File: src/rtl/riscv_pkg.sv
`default_nettype none
// +----------------------------------------------------------------------+
// | riscv_pkg : shared types/constants for the 5-stage core controller    |
// | Rev 1.0                                                              |
// +----------------------------------------------------------------------+
package riscv_pkg;

    typedef enum logic [2:0] {
        RESET  = 3'd0,
        FILL   = 3'd1,
        RUN    = 3'd2,
        DRAIN  = 3'd3,
        HALTED = 3'd4
    } pipe_state_t;

    localparam int PIPE_FILL_CYCLES = 4;

endpackage
`default_nettype wire

File: src/rtl/perf_counter.sv
`default_nettype none
// +----------------------------------------------------------------------+
// | perf_counter : wrap-around counter, sync active-low clear, inc enable |
// | Rev 1.0                                                              |
// +----------------------------------------------------------------------+
module perf_counter #(
    parameter int CNT_W = 32
) (
    input  logic             clk,
    input  logic             clr_n,
    input  logic             inc,
    output logic [CNT_W-1:0] count
);

    always_ff @(posedge clk) begin
        if (!clr_n) begin
            count <= '0;
        end else if (inc) begin
            count <= count + 1'b1;
        end
    end

endmodule
`default_nettype wire

File: src/rtl/pipeline_ctrl.sv
`default_nettype none
// +----------------------------------------------------------------------+
// | pipeline_ctrl : stall/flush sequencing, stage valids, halt FSM, perf  |
// | Rev 1.0                                                              |
// +----------------------------------------------------------------------+
module pipeline_ctrl
    import riscv_pkg::*;
#(
    parameter int CNT_W = 32
) (
    input  logic             CLK,
    input  logic             RST_n,
    input  logic             pc_write_id,
    input  logic             hazard_mux,
    input  logic             flush,
    input  logic             halt_req,
    output logic             pc_en,
    output logic             if_id_en,
    output logic             id_ex_bubble,
    output logic             v_id,
    output logic             v_ex,
    output logic             v_mem,
    output logic             v_wb,
    output logic             halted,
    output logic [CNT_W-1:0] cycle_cnt,
    output logic [CNT_W-1:0] retire_cnt,
    output logic [CNT_W-1:0] stall_cnt,
    output logic [CNT_W-1:0] flush_cnt
);

    localparam int FILL_W = $clog2(PIPE_FILL_CYCLES + 1);
    localparam logic [FILL_W-1:0] FILL_LAST = FILL_W'(PIPE_FILL_CYCLES - 1);

    pipe_state_t       state;
    pipe_state_t       state_nxt;
    logic [FILL_W-1:0] fill_cnt;
    logic              active;
    logic              stall;
    logic              kill;
    logic              stopping;
    logic              pipe_empty;

    assign active     = (state == FILL) || (state == RUN) || (state == DRAIN);
    assign kill       = active && flush;
    assign stall      = active && (!pc_write_id || hazard_mux) && !flush;
    // Fetch stops in the very cycle halt is requested so the drain takes 4 cycles.
    assign stopping   = (state == DRAIN) || (((state == FILL) || (state == RUN)) && halt_req);
    assign pipe_empty = !(v_id || v_ex || v_mem || v_wb);

    always_comb begin
        state_nxt    = state;
        pc_en        = 1'b0;
        if_id_en     = 1'b0;
        id_ex_bubble = 1'b0;
        if (active) begin
            pc_en        = !stall && !stopping;
            if_id_en     = !stall;
            id_ex_bubble = stall;
        end
        case (state)
            RESET:   state_nxt = FILL;
            FILL: begin
                if (halt_req)                   state_nxt = DRAIN;
                else if (fill_cnt == FILL_LAST) state_nxt = RUN;
            end
            RUN:     if (halt_req) state_nxt = DRAIN;
            DRAIN: begin
                if (!halt_req)       state_nxt = RUN;
                else if (pipe_empty) state_nxt = HALTED;
            end
            HALTED:  if (!halt_req) state_nxt = FILL;
            default: state_nxt = RESET;
        endcase
    end

    always_ff @(posedge CLK) begin
        if (!RST_n) begin
            state    <= RESET;
            fill_cnt <= '0;
            halted   <= 1'b0;
            v_id     <= 1'b0;
            v_ex     <= 1'b0;
            v_mem    <= 1'b0;
            v_wb     <= 1'b0;
        end else begin
            state    <= state_nxt;
            fill_cnt <= (state == FILL) ? fill_cnt + 1'b1 : '0;
            halted   <= (state_nxt == HALTED);
            if (active) begin
                // A stalled ID instruction is kept even while draining.
                if (kill)          v_id <= 1'b0;
                else if (stall)    v_id <= v_id;
                else if (stopping) v_id <= 1'b0;
                else               v_id <= 1'b1;
                v_ex  <= (kill || stall) ? 1'b0 : v_id;
                v_mem <= v_ex;
                v_wb  <= v_mem;
            end else begin
                v_id  <= 1'b0;
                v_ex  <= 1'b0;
                v_mem <= 1'b0;
                v_wb  <= 1'b0;
            end
        end
    end

    perf_counter #(.CNT_W(CNT_W)) u_cycle_cnt (
        .clk(CLK), .clr_n(RST_n), .inc(state != RESET), .count(cycle_cnt)
    );
    perf_counter #(.CNT_W(CNT_W)) u_retire_cnt (
        .clk(CLK), .clr_n(RST_n), .inc(v_wb), .count(retire_cnt)
    );
    perf_counter #(.CNT_W(CNT_W)) u_stall_cnt (
        .clk(CLK), .clr_n(RST_n), .inc(stall), .count(stall_cnt)
    );
    perf_counter #(.CNT_W(CNT_W)) u_flush_cnt (
        .clk(CLK), .clr_n(RST_n), .inc(flush && (state != RESET)), .count(flush_cnt)
    );

endmodule
`default_nettype wire

File: config.mk
export PLATFORM = sky130hd
export DESIGN_NAME = pipeline_ctrl
export DESIGN_NICKNAME = d
export VERILOG_FILES = /design/src/rtl/riscv_pkg.sv /design/src/rtl/perf_counter.sv /design/src/rtl/pipeline_ctrl.sv
export SDC_FILE = /design/constraint.sdc
export NUM_CORES = 1
export LEC_CHECK = 0
export BUFFER_PORTS_ARGS = -buffer_cell sky130_fd_sc_hd__clkbuf_2
export CAP_MARGIN = 20
export CORE_ASPECT_RATIO = 1.75
export CORE_UTILIZATION = 30
export DETAILED_ROUTE_END_ITERATION = 10
export MAX_ROUTING_LAYER = met4
export PLACE_DENSITY_LB_ADDON = 0.3
export RECOVER_POWER = 25
export SLEW_MARGIN = 20
export SYNTH_ARGS = -nofsm -noshare
export SYNTH_HDL_FRONTEND = slang
export SYNTH_SLANG_ARGS = --single-unit
File: constraint.sdc
create_clock -name CLK -period 3.2 [get_ports CLK]
set_input_delay 0.48 -clock CLK [delete_from_list [all_inputs] [get_ports CLK]]
set_output_delay 0.48 -clock CLK [all_outputs]
set_load 0.005 [all_outputs]
Word level (Yosys, flattened, before mapping)
Cells that the tools add are included.

word-level totals
  bits in registers = 139
  bits of input ports = 6
  logic and storage cells = 59

operators by class
  add/subtract/negate cells = 5
  eq/ne operators = 6
  muxes and demuxes = 11
  bitwise gates (word level) = 2
  reductions and logical operators = 24

operator list
  operator                 count
  $add A32 B1 Y32 const B  4
  $mux W3                  6
  $pmux W3 S5              1
  $eq A3 B2 Y1 const B     3
  $logic_or A1 B1 Y1       8
  $eq A3 B3 Y1 const B     2
  $logic_and A1 B1 Y1      6
  $reduce_or A3 Y1         2
  $logic_not A1 Y1         4
  $mux W1                  4
  $reduce_and A2 Y1        2
  $add A3 B1 Y3 const B    1
  $eq A3 B1 Y1 const B     1
  $logic_not A3 Y1         1
  $reduce_bool A3 Y1       1
  $not A1 Y1               2

Depth between registers and ports, before layout
  depth in word-level cells = 8
  depth in mapped cells = 7
  mapped depth without buffers = 6

Hierarchy
From an unflattened synthesis, not the netlist that was laid out.

unflattened totals
  cells, all modules = 759
  area total of the unflattened synthesis = 6769.0 sq um

by module, submodules not included
  module         times used  cells each  area an instance (sq um)  sequential area each (sq um)
  perf_counter   4           176         1562.7                    640.6
  pipeline_ctrl  1           55          518.0                     220.2

Least setup slack after synthesis
No wires, ideal clock.

  path kind = flip-flop to flip-flop
  start point = register state[0]
  end point = register u_flush_cnt.count[22]
  data arrival time = 1.934 ns
  data required time = 3.130 ns
  slack = 1.196 ns
  stages on the path, launching flop included = 8
  path through = dfxtp_1 buf_4 nor3_1 buf_6 or4_4 buf_6 or4_1 a21oi_1

between the ends
  longest elaborated chain between the ends = 2

RTL lines
  item                    line                  text
  start, declared         pipeline_ctrl.sv:34   pipe_state_t state;
  start signal, assigned  pipeline_ctrl.sv:86   state <= state_nxt;
  $reduce_bool A3 Y1      pipeline_ctrl.sv:117  .clk(CLK), .clr_n(RST_n), .inc(flush && (state != RESET)), .count(flush_cnt)
  $logic_and A1 B1 Y1     pipeline_ctrl.sv:117
  end signal, assigned    perf_counter.sv:19    count <= count + 1'b1;
  end, declared           perf_counter.sv:12    output logic [CNT_W-1:0] count

No other way between the ends.
A chain may end at the register's enable or synchronous reset.

Worst setup path in the final report
  start point = register state[1]
  end point = output port pc_en

between the ends
  longest elaborated chain between the ends = 8
  elaborated cells between the ends (all ways) = 13
  classes of those cells = eq/ne (3); mux (1); reduce/logical (9)

RTL lines
  item                                          line                                      text
  $eq A3 B1 Y1 or $eq A3 B2 Y1 (tied branches)  pipeline_ctrl.sv:43, pipeline_ctrl.sv:47
  $logic_or A1 B1 Y1                            pipeline_ctrl.sv:43, pipeline_ctrl.sv:47
  $logic_or A1 B1 Y1                            pipeline_ctrl.sv:43                       assign active = (state == FILL) || (state == RUN) || (state == DRAIN);
  $logic_and A1 B1 Y1 (2 in a row)              pipeline_ctrl.sv:45                       assign stall = active && (!pc_write_id || hazard_mux) && !flush;
  $logic_not A1 Y1                              pipeline_ctrl.sv:56                       pc_en = !stall && !stopping;
  $logic_and A1 B1 Y1                           pipeline_ctrl.sv:56
  $mux W1 (*)                                   pipeline_ctrl.sv:55                       if (active) begin
  end, declared                                 pipeline_ctrl.sv:17                       output logic pc_en,

Every way passes the cells marked *; elsewhere a longest branch is shown, timed or not.

==> out/qor.json <==
{
  "grt_antenna_before_repair": 0,
  "number_of_max_capacitance_violations_reported": 1,
  "synthTopCellsByArea": "sky130_fd_sc_hd__dfxtp_1 (42%), sky130_fd_sc_hd__a21oi_1 (5.1%), sky130_fd_sc_hd__or4_1 (4.8%)",
  "clk_pin_slew_ns": 0.06,
  "run_status": "complete, but fails checks",
  "holdPathStages": 3,
  "detailedPlacementHpwl_um": 12630,
  "floorplan.die.width_um": 114.4,
  "syn_avg_cell_area_um2": 8.434,
  "most-common-layout-cells": "sky130_fd_sc_hd__dfxtp_1 (139), sky130_fd_sc_hd__clkbuf_2 (107), sky130_fd_sc_hd__nand2_1 (75), sky130_fd_sc_hd__a21oi_1 (68), sky130_fd_sc_hd__nor2_1 (44)",
  "drtAntennaViolNets": 0,
  "initial_utilization_pct": 30.75,
  "global_route.usage.total_pct": 16.51,
  "number_of_placed_i_o_pins": 142,
  "clock_tree.root_cell": "sky130_fd_sc_hd__clkbuf_16",
  "clock_sinks": 139,
  "min-delay-path-class": "in -> reg",
  "synthDistinctLibCells": 42,
  "grt_start_max_net_pins": 55,
  "die_area_um2": 22750,
  "max_frequency_mhz": 361.2,
  "wl_um": 17720,
  "clock_latency_late_sink_ns": 0.43,
  "areaGrowthSynthToFinish_pct": 22.11,
  "synthesis.yosys.warnings": 0,
  "grt_setup_unrepaired": "no",
  "drive_gt1_share_pct": 16.25,
  "synth.ff_latch_count": 139,
  "hold-worst-slack_ns": 0.3863,
  "stdcell_area_um2": 8105,
  "antenna-diode-count": 0,
  "seqCellArea_um2": 2783,
  "power.static_leakage_uw": 0.002778,
  "floorplan_core_area_um2": 21590,
  "fin_tns_setup_ns": 0,
  "grt_first_pass_wirelength_um": 28910,
  "route.detailed.vias_per_inst": 5.198,
  "report.final.hold_viol_count": 0,
  "pwr_density_cell_nw_per_um2": 483.8,
  "maximum_fanout_encountered_on_the_critical_timing_path": 15,
  "timing_worst_setup_path_type": "reg -> out",
  "setup-violations-final": 0,
  "end_kind": "output pin",
  "postSynth.asyncResetShare_pct": 0,
  "netlist_area_um2": 6638,
  "grt.met1_usage_pct": 17.67,
  "mappedNetlistNets": 799,
  "cts_tree": "done",
  "number_of_levels_in_the_clock_h_tree": 4,
  "area_occupied_by_multi_input_gates_um2": 3597,
  "fillers": 2319,
  "synth_largest_area_cell": "sky130_fd_sc_hd__dfxtp_1",
  "overflow": 0,
  "routedWlPerCell_um": 14.66,
  "io_buffer_count": 141,
  "globalplace.congestion": 0.7648,
  "fin_nets": 917,
  "busiest_layer": "met2",
  "slew_headroom_pct": -44.82,
  "postCtsSetupBuffers": 0,
  "global_route.usage.met2_pct": 29.56,
  "violations_in_the_final_reports": "max-capacitance violations, max-slew violations",
  "vdd.ir_drop.worst_mv": 0.2913,
  "cp.required_ns": 2.72,
  "final_common_cell": "sky130_fd_sc_hd__dfxtp_1",
  "synth_largest_type_area_fraction_pct": 41.92,
  "num_rows": 71,
  "worst_clock_skew_ns": 0.009205,
  "cts_max_path_buffers": 2,
  "cts_inserted_buffers": 17,
  "post-route-min-period_ns": 2.768,
  "dr_total_vias": 6284,
  "number_of_cells_on_the_worst_reg_to_reg_path": 4,
  "report.final.slew_viol_count": 46,
  "worst_setup_margin_ns": 0.4315,
  "dpl_cell_area_um2": 7553,
  "kind_of_start_point_of_the_critical_path": "flop",
  "tightestPinTransition_ns": 2.172,
  "cts.repair.resized": 0,
  "pre_cts_slack_ns": 0.6732,
  "firstDrtPassIters": 4,
  "synth_sequential_area_ratio_pct": 41.92,
  "synth_flop_cell": "sky130_fd_sc_hd__dfxtp_1",
  "grtUsageMet3_pct": 3.717,
  "period_share_pct": 86.52,
  "worst_ep_arrival_time_ns": 2.29,
  "synth-edff-count": 0,
  "syn_inst_count": 787,
  "hold_buffers_post_cts": 0,
  "die_y_um": 198.8,
  "via_count_of_the_first_global_routing_pass": 5750,
  "drt_drc_violations_left": 0,
  "detail_route.iter0.violations": 249
}
==> area by class of cell <==
cell class | count | share of cell area [%]
Sequential cell | 139 | 34.33
Clock inverter | 11 | 1.791
Tap cell | 292 | 4.508
Clock buffer | 20 | 5.634
Timing Repair Buffer | 147 | 8.645
Inverter | 15 | 0.7101
Multi-Input combinational cell | 585 | 44.38
==> layer usage <==
metal | vias to the layer above | part of all wire, %
met1 | 2967 | 41
met2 | 132 | 53
met4 | 0 | 1.4
met3 | 16 | 4.0
li1 | 3169 | -
met5 | - | 0
==> path summary, 6_finish.rpt <==
check / from / endpoint / slack [ns]
hold reg to reg: fill_cnt[0] / fill_cnt[0] / 0.42
setup reg to reg: state[1] / u_flush_cnt.count[23] / 0.63
hold / removal: hazard_mux / v_ex / 0.39
setup / recovery: state[1] / pc_en / 0.43
==> state kept, by name (all words and copies together), names as in the netlist <==
signal,cells
u_cycle_cnt.count,32
u_flush_cnt.count,32
u_retire_cnt.count,32
u_stall_cnt.count,32
fill_cnt,3
state,3
halted,1
v_ex,1
v_id,1
v_mem,1
v_wb,1
==> cell usage after synthesis, types with 3 or more instances <==
cell type	number
sky130_fd_sc_hd__nand2b_1	30
sky130_fd_sc_hd__a21oi_1	68
sky130_fd_sc_hd__o41ai_1	4
sky130_fd_sc_hd__xnor2_1	18
sky130_fd_sc_hd__nor2_1	44
sky130_fd_sc_hd__clkbuf_1	40
sky130_fd_sc_hd__nor3_1	9
sky130_fd_sc_hd__buf_1	3
sky130_fd_sc_hd__nor4_1	28
sky130_fd_sc_hd__or4_1	42
sky130_fd_sc_hd__and4_1	14
sky130_fd_sc_hd__o21a_1	4
sky130_fd_sc_hd__nand2_1	75
sky130_fd_sc_hd__dfxtp_1	139
sky130_fd_sc_hd__and2_1	4
sky130_fd_sc_hd__o21ai_0	25
sky130_fd_sc_hd__or2_2	4
sky130_fd_sc_hd__o311ai_0	3
sky130_fd_sc_hd__nand3_1	41
sky130_fd_sc_hd__or3_1	25
sky130_fd_sc_hd__xor2_1	18
sky130_fd_sc_hd__ha_1	6
sky130_fd_sc_hd__inv_1	14
sky130_fd_sc_hd__nand4_1	35
sky130_fd_sc_hd__and3_1	10
sky130_fd_sc_hd__o31ai_1	36
sky130_fd_sc_hd__mux2i_1	25
==> worst max-delay path, cell delays in order, from the launching register on <==
cell                       delay (ns)
sky130_fd_sc_hd__dfxtp_1         0.44
sky130_fd_sc_hd__or2_2           0.39
sky130_fd_sc_hd__nand3_1         0.33
sky130_fd_sc_hd__inv_1           0.22
sky130_fd_sc_hd__nor4_1          0.30
sky130_fd_sc_hd__clkbuf_2        0.18
==> power by group <==
part           total, µW  internal [µW]  switching (µW)
Clock               2030           1260             765
Combinational        132           43.4            88.4
Sequential          1760           1740            19.8
Total               3920           3050             874
==> cells by family after synthesis <==
logic type | share of synthesized area (%)
XOR/XNOR | 4.750
flip-flops | 41.92
adder cells (fa/ha/maj) | 1.131
AO/OA/AOI/OAI | 13.06
buffers and inverters | 3.883
AND/OR/NAND/NOR | 31.48
multiplexers | 3.770
==> stage by stage <==
stage          std cells  util, %  power [µW]
6_report            1209    37.55        3921
5_1_grt             1209    37.55        4074
4_1_cts             1209    37.78        3997
3_5_place_dp        1178    34.99        1940
3_3_place_gp        1178    34.99        1938
2_1_floorplan        787        -        1893
Note: power is estimated with default switching activity, not from simulation.
